==> src/rtl/fir_flow_ctrl.sv <==
// Flow-control sequencer around a fixed-latency FIR: credit-bounded input issue,
// output FIFO, zero-injection flush and response monitoring. Optional stats: FIR_FLOW_CTRL_STATS_EN.
module fir_flow_ctrl #(
  parameter int unsigned INPUT_WIDTH  = 16,
  parameter int unsigned OUTPUT_WIDTH = 33,
  parameter int unsigned NUM_TAPS     = 40,
  parameter int unsigned FIFO_DEPTH   = 16,
  parameter int unsigned RESP_TIMEOUT = 100
) (
  input  logic                    clk,
  input  logic                    reset_n,
  input  logic                    s_valid,
  output logic                    s_ready,
  input  logic [INPUT_WIDTH-1:0]  s_data,
  output logic                    fir_in_valid,
  output logic [INPUT_WIDTH-1:0]  fir_in_data,
  input  logic                    fir_out_valid,
  input  logic [OUTPUT_WIDTH-1:0] fir_out_data,
  output logic                    m_valid,
  input  logic                    m_ready,
  output logic [OUTPUT_WIDTH-1:0] m_data,
  input  logic                    flush_req,
  output logic                    busy,
  output logic                    flush_done,
  output logic                    err_timeout,
  output logic                    err_unexpected
`ifdef FIR_FLOW_CTRL_STATS_EN
  ,
  output logic [31:0]             stat_in_cnt,
  output logic [31:0]             stat_out_cnt,
  output logic [31:0]             stat_stall_cnt
`endif
);

  localparam int unsigned PW  = (FIFO_DEPTH > 1) ? $clog2(FIFO_DEPTH) : 1;
  localparam int unsigned OCW = $clog2(FIFO_DEPTH + 1);
  localparam int unsigned SW  = OCW + 1;
  localparam int unsigned DW  = $clog2(NUM_TAPS + 1);
  localparam int unsigned FW  = (NUM_TAPS > 1) ? $clog2(NUM_TAPS) : 1;
  localparam int unsigned TW  = $clog2(RESP_TIMEOUT + 1);

  typedef enum logic [1:0] {
    ST_RUN,
    ST_FLUSH,
    ST_DRAIN
  } state_e;

  state_e                  state_q, state_d;
  logic [OCW-1:0]          keep_q, keep_d;
  logic [DW-1:0]           disc_q, disc_d;
  logic [OCW-1:0]          occ_q, occ_d;
  logic [PW-1:0]           wr_ptr_q, wr_ptr_d;
  logic [PW-1:0]           rd_ptr_q, rd_ptr_d;
  logic [FW-1:0]           tap_q, tap_d;
  logic [TW-1:0]           timer_q, timer_d;
  logic                    in_valid_q, in_valid_d;
  logic [INPUT_WIDTH-1:0]  in_data_q, in_data_d;
  logic                    done_q, done_d;
  logic                    err_to_q, err_to_d;
  logic                    err_ux_q, err_ux_d;
  logic                    live_q;
  logic [OUTPUT_WIDTH-1:0] mem_q [FIFO_DEPTH];

  logic credit_ok, ready_w, hs, push, pop, drop_disc, unexp, inflight, timed_out;
  logic issue_zero, clear_cnt;

  // Kept results need a FIFO slot reserved from issue until pop; discards need none.
  assign credit_ok  = (SW'(occ_q) + SW'(keep_q)) < SW'(FIFO_DEPTH);
  assign ready_w    = live_q && (state_q == ST_RUN) && credit_ok;
  assign hs         = s_valid && ready_w;
  assign push       = fir_out_valid && (keep_q != '0);
  assign drop_disc  = fir_out_valid && (keep_q == '0) && (disc_q != '0);
  assign unexp      = fir_out_valid && (keep_q == '0) && (disc_q == '0);
  assign pop        = (occ_q != '0) && m_ready;
  assign inflight   = (keep_q != '0) || (disc_q != '0);
  assign timed_out  = (timer_q == TW'(RESP_TIMEOUT));
  assign issue_zero = (state_q == ST_FLUSH);

  always_comb begin
    state_d    = state_q;
    tap_d      = tap_q;
    in_valid_d = 1'b0;
    in_data_d  = in_data_q;
    done_d     = 1'b0;
    clear_cnt  = 1'b0;
    unique case (state_q)
      ST_RUN: begin
        if (hs) begin
          in_valid_d = 1'b1;
          in_data_d  = s_data;
        end
        if (flush_req) begin
          state_d = ST_FLUSH;
          tap_d   = '0;
        end
      end
      ST_FLUSH: begin
        in_valid_d = 1'b1;
        in_data_d  = '0;
        tap_d      = tap_q + FW'(1);
        if (tap_q == FW'(NUM_TAPS - 1)) state_d = ST_DRAIN;
      end
      ST_DRAIN: begin
        // A dead filter must not wedge the block: the timeout also ends the drain.
        if (!inflight || timed_out) begin
          state_d   = ST_RUN;
          done_d    = 1'b1;
          clear_cnt = 1'b1;
        end
      end
      default: state_d = ST_RUN;
    endcase

    keep_d = keep_q + OCW'(hs) - OCW'(push);
    disc_d = disc_q + DW'(issue_zero) - DW'(drop_disc);
    if (clear_cnt) begin
      keep_d = '0;
      disc_d = '0;
    end

    occ_d    = occ_q + OCW'(push) - OCW'(pop);
    wr_ptr_d = wr_ptr_q;
    rd_ptr_d = rd_ptr_q;
    if (push) wr_ptr_d = (wr_ptr_q == PW'(FIFO_DEPTH - 1)) ? '0 : wr_ptr_q + PW'(1);
    if (pop)  rd_ptr_d = (rd_ptr_q == PW'(FIFO_DEPTH - 1)) ? '0 : rd_ptr_q + PW'(1);

    timer_d = timer_q;
    if (!inflight || fir_out_valid) timer_d = '0;
    else if (!timed_out)            timer_d = timer_q + TW'(1);

    err_to_d = err_to_q || (timer_d == TW'(RESP_TIMEOUT));
    err_ux_d = err_ux_q || unexp;
  end

  always_ff @(posedge clk or negedge reset_n) begin
    if (!reset_n) begin
      state_q    <= ST_RUN;
      keep_q     <= '0;
      disc_q     <= '0;
      occ_q      <= '0;
      wr_ptr_q   <= '0;
      rd_ptr_q   <= '0;
      tap_q      <= '0;
      timer_q    <= '0;
      in_valid_q <= 1'b0;
      in_data_q  <= '0;
      done_q     <= 1'b0;
      err_to_q   <= 1'b0;
      err_ux_q   <= 1'b0;
      live_q     <= 1'b0;
    end else begin
      state_q    <= state_d;
      keep_q     <= keep_d;
      disc_q     <= disc_d;
      occ_q      <= occ_d;
      wr_ptr_q   <= wr_ptr_d;
      rd_ptr_q   <= rd_ptr_d;
      tap_q      <= tap_d;
      timer_q    <= timer_d;
      in_valid_q <= in_valid_d;
      in_data_q  <= in_data_d;
      done_q     <= done_d;
      err_to_q   <= err_to_d;
      err_ux_q   <= err_ux_d;
      live_q     <= 1'b1;
    end
  end

  always_ff @(posedge clk or negedge reset_n) begin
    if (!reset_n) begin
      for (int unsigned i = 0; i < FIFO_DEPTH; i++) mem_q[i] <= '0;
    end else if (push) begin
      mem_q[wr_ptr_q] <= fir_out_data;
    end
  end

  assign s_ready        = ready_w;
  assign fir_in_valid   = in_valid_q;
  assign fir_in_data    = in_data_q;
  assign m_valid        = (occ_q != '0);
  assign m_data         = mem_q[rd_ptr_q];
  assign busy           = (state_q == ST_FLUSH) || (state_q == ST_DRAIN);
  assign flush_done     = done_q;
  assign err_timeout    = err_to_q;
  assign err_unexpected = err_ux_q;

`ifdef FIR_FLOW_CTRL_STATS_EN
  logic [31:0] st_in_q, st_out_q, st_stall_q;

  always_ff @(posedge clk or negedge reset_n) begin
    if (!reset_n) begin
      st_in_q    <= '0;
      st_out_q   <= '0;
      st_stall_q <= '0;
    end else begin
      if (hs)  st_in_q  <= st_in_q + 32'd1;
      if (pop) st_out_q <= st_out_q + 32'd1;
      if (s_valid && !ready_w && (state_q == ST_RUN)) st_stall_q <= st_stall_q + 32'd1;
    end
  end

  assign stat_in_cnt    = st_in_q;
  assign stat_out_cnt   = st_out_q;
  assign stat_stall_cnt = st_stall_q;
`endif

endmodule

==> config.mk <==
export PLATFORM = sky130hd
export DESIGN_NAME = fir_flow_ctrl
export DESIGN_NICKNAME = d
export VERILOG_FILES = /design/src/rtl/fir_flow_ctrl.sv
export SDC_FILE = /design/constraint.sdc
export NUM_CORES = 1
export LEC_CHECK = 0
export ABC_CLOCK_PERIOD_IN_PS = 3900
export CORE_AREA = 2 2 249 251
export CTS_BUF_LIST = sky130_fd_sc_hd__clkbuf_8
export CTS_CLUSTER_DIAMETER = 100
export CTS_CLUSTER_SIZE = 30
export DETAILED_ROUTE_END_ITERATION = 7
export DIE_AREA = 0 0 251 253
export PLACE_DENSITY = 0.6
export SLEW_MARGIN = 5
export SYNTH_ARGS = -nofsm -noshare
export SYNTH_HDL_FRONTEND = slang
export SYNTH_SLANG_ARGS = --single-unit
==> constraint.sdc <==
create_clock -name clk -period 3.9 [get_ports clk]
set_clock_uncertainty 0.1 [all_clocks]
set_input_delay 0.78 -clock clk [delete_from_list [all_inputs] [get_ports clk]]
set_output_delay 0.78 -clock clk [all_outputs]
set_load 0.02 [all_outputs]
==> impl_summary.md <==
Status
The run finished with clean final reports.

Setup path
The data required time of the worst path is 3.02 ns. The critical path in this run is classified as reg -> out. STA classifies the critical path startpoint as a flip-flop. For the worst setup path, the data arrival time is 2.88 ns. The top fanout value on the critical path is 16. The type of destination of the critical path is an output pin.

Route
The wire length reported by the detailed router is 61200 microns. In the routed layout, each cell is associated on average with a via count of 5.67. The number of nets still failing antenna checks after routing is 0.

In the final routed layout, each cell accounts on average for 23.0 microns. The total via count after detailed routing is 15100. The number of optimization iterations in the first detailed-route pass is 4. The detailed router finished its first iteration with slightly above 800 violations.

In the routed design, unresolved DRC markers number 0.

Global route
The number of antenna violations at the first check in global routing is 3. The first global-routing pass estimated 96700 microns of wire. Global routing used 19.6% of the available tracks across all layers. The maximum number of pins on one net before global-route repair is 87. The number of global-route vias before repair is 16000. The total overflow reported by the global router is 0.

Min path
The classification of the worst-slack hold path is reg -> reg.

Placed design
The number of port buffers is 110. The placer's final routability congestion estimate is about 0.73. Detailed placement ended at an HPWL of 35700 microns.

Layout
The total area of multi-input combinational cells is 0.0117 sq mm. Cells fill 49.5% of the core in the end. The post-route netlist has 33.8% of its cells at a drive strength greater than 1. The net count of the finished layout is 1948. The area growth from synthesis to final layout is 11.5%. Registers take 0.0147 sq mm. The layout has 5256 filler cells.

Synth
Summing the sequential cell areas from Yosys gives 54.3% of the chip area. By count the netlist is led by sky130_fd_sc_hd__dfrtp_1 (588), sky130_fd_sc_hd__mux2_2 (350), sky130_fd_sc_hd__mux2_1 (180), sky130_fd_sc_hd__mux4_2 (132), sky130_fd_sc_hd__clkbuf_1 (75). The most area-hungry cell type in the Yosys netlist is sky130_fd_sc_hd__dfrtp_1.

The most used flip-flop cell after synthesis is sky130_fd_sc_hd__dfrtp_1. The top-area cell type share of the netlist area is approximately 54%. The number of flip-flops and latches in the synthesized netlist is 588. The cell count after synthesis came out at 1789.

The count of flip-flops with a built-in enable after synthesis is 0. When the netlist entered floorplanning its net count stood at 1882. Sorting the synthesized cells by area gives the leading types as sky130_fd_sc_hd__dfrtp_1 (54%), sky130_fd_sc_hd__mux2_2 (15%), sky130_fd_sc_hd__mux4_2 (11%). The total number of yosys warnings is 0.

The unique cell type count in the Yosys netlist is 56. The cell area that synthesis handed to floorplanning was 0.0271 sq mm. The most common cell in the synthesized netlist is sky130_fd_sc_hd__dfrtp_1.

After synthesis, the share of flip-flops with an asynchronous set or reset is between 90% and 100%. The synthesized area per cell is 15.1 sq um.

Clocking
The count of H-tree levels built during CTS is 1. CTS placed an instance of sky130_fd_sc_hd__clkbuf_8 at the clock tree root. The CTS buffer count is 27. The clock transition at the registers of the reported paths is 0.17 ns.

The clock net in this run drives a total of 588 sinks. Counting along the longest clock path gives a buffer depth of 3. The clock latency on the worst-skew pair is 0.71 ns. TritonCTS built the clock tree.

Run
The max-capacitance violation count is 0.

Timing
The number of endpoints with negative hold slack in the final report is 0. Setup violations remaining at the end of the flow were counted as 0. The final max-slew violation count is 0. Setup repair after global routing could not meet its margin everywhere. In the final timing run, aggregate negative setup slack is 0 ns. Dividing the final minimum period by the clock period gives 96.3%. Headroom to the max-slew limit came out at 48.7%. The post-layout minimum cycle time is 3.76 ns. The transition time at the pin with the least slew margin is 0.767 ns.

Static timing analysis puts the maximum clock frequency at 266 MHz. The post-route worst hold slack is 0.401 ns.

Floorplan
The number of top-level pins is 111. The die is 251 microns wide. The area enclosed by the die boundary is 0.0635 sq mm. The starting utilization of the core area is between 40% and 50%.

The total area inside the core boundary comes to 0.0610 sq mm. After floorplanning, the core was divided into 91 placement rows. The die boundary height is between 200 and 300 microns.

Power
The worst IR drop on VDD is 453 uV. The cell area power density is 800 mW/mm^2. The analysis attributes to cell leakage a power of 13.4 nW. The design draws between 0.02 and 0.025 W.
==> logic make-up after synthesis <==
| kind of cell | share of synthesized area, % |
|---|---|
| xor+xnor | 0.517 |
| simple gates | 2.85 |
| flops | 54.3 |
| fa+ha+maj | 1.84 |
| buf+inv | 2.79 |
| compound gates | 3.31 |
| mux | 34.3 |
| other cells | 0.0138 |
==> state kept, by name, indices dropped and copies added (netlist names) <==
name and flops:
fir_in_valid 1, tap_q 6, occ_q 5, keep_q 5
mem_q 528, disc_q 6, state_q 2, flush_done 1
err_timeout 1, timer_q 7, rd_ptr_q 4, err_unexpected 1
live_q 1, wr_ptr_q 4, fir_in_data 16
==> worst paths after layout <==
check	startpoint	end	slack, ns	cells after the start
setup reg to reg	keep_q[3]	keep_q[4]	0.44	13
min in group asynchronous	reset_n	mem_q[114]	0.58	2
max in group asynchronous	reset_n	mem_q[130]	2.15	3
hold / removal	mem_q[332]	mem_q[332]	0.40	1
setup / recovery	rd_ptr_q[0]	m_data[3]	0.14	7
hold reg to reg	mem_q[332]	mem_q[332]	0.40	1
==> routing by layer <==
layer / global-route usage, % / vias up / routed length, microns
met5: 0 / - / 10
met4: 3.49 / 2 / 866
met3: 1.93 / 54 / 1570
met2: 34.0 / 162 / 30500
met1: 27.2 / 8194 / 28300
li1: - / 6706 / -
==> worst max-delay path, stage by stage, from the launching register on <==
cell and delay [ns]:
sky130_fd_sc_hd__dfrtp_4 0.46, sky130_fd_sc_hd__buf_12 0.18, sky130_fd_sc_hd__buf_16 0.20, sky130_fd_sc_hd__mux4_2 0.51
sky130_fd_sc_hd__nor2b_1 0.14, sky130_fd_sc_hd__a211oi_1 0.21, sky130_fd_sc_hd__a21oi_1 0.09, sky130_fd_sc_hd__dlygate4sd2_1 0.36
==> through the flow <==
stage / std cells / area (sq um) / setup WS (ns)
floorplan: 1789 / 27100 / 0.735
global placement: 2596 / 29400 / 0.411
detailed placement: 2596 / 29400 / 0.420
CTS: 2651 / 30100 / -0.231
global route: 2664 / 30200 / -0.0186
finish: 2664 / 30200 / 0.145
==> what timing repair did <==
action                                  4_1_cts  5_1_grt
hold endpoints to repair                     75        0
setup buffers                                 6        9
resized for setup                            35       27
endpoints found under the setup margin       33       19
cloned                                        2        2
hold buffers                                  1        0
==> placed cells by master (no fill, tap or decap), drive strengths merged, types with 2 or more instances in the layout <==
| master | n |
|---|---|
| a31oi | 4 |
| nand2 | 20 |
| xor2 | 7 |
| a21oi | 47 |
| clkdlybuf4s50 | 76 |
| a211oi | 33 |
| clkbuf | 35 |
| nand4 | 3 |
| inv | 43 |
| mux4 | 132 |
| nand4b | 2 |
| nor2 | 17 |
| xnor2 | 9 |
| nand2b | 4 |
| dlygate4sd2 | 18 |
| nor4 | 3 |
| fa | 3 |
| dlymetal6s2s | 8 |
| nor2b | 37 |
| o311ai | 2 |
| mux2 | 530 |
| or3 | 4 |
| a22o | 17 |
| nand3 | 16 |
| and3 | 4 |
| buf | 71 |
| mux2i | 36 |
| clkinvlp | 3 |
| ha | 35 |
| dfrtp | 588 |
| nor3 | 8 |
| a21o | 4 |
| o21bai | 3 |
| diode | 2 |
| o21ai | 15 |
| and2 | 6 |
| or4b | 2 |
| clkinv | 5 |
| and4 | 2 |
==> report_power, final <==
group	switching (W)	internal [W]	leakage (nW)
clock	0.00203	0.000750	0.287
sequential	0.00151	0.00884	7.38
combinational	0.00481	0.00621	5.73
total	0.00834	0.0158	13.4
==> area by class of cell <==
cell class                 count  area share, %
clock inverter                18          0.592
antenna                        2         0.0166
sequential                   588           48.8
clock buffer                  28           1.28
timing repair buffer         182           7.00
inverter                      33          0.410
tap                          790           3.27
multi-input combinational   1023           38.7
Note: power is estimated with default switching activity, not from simulation.
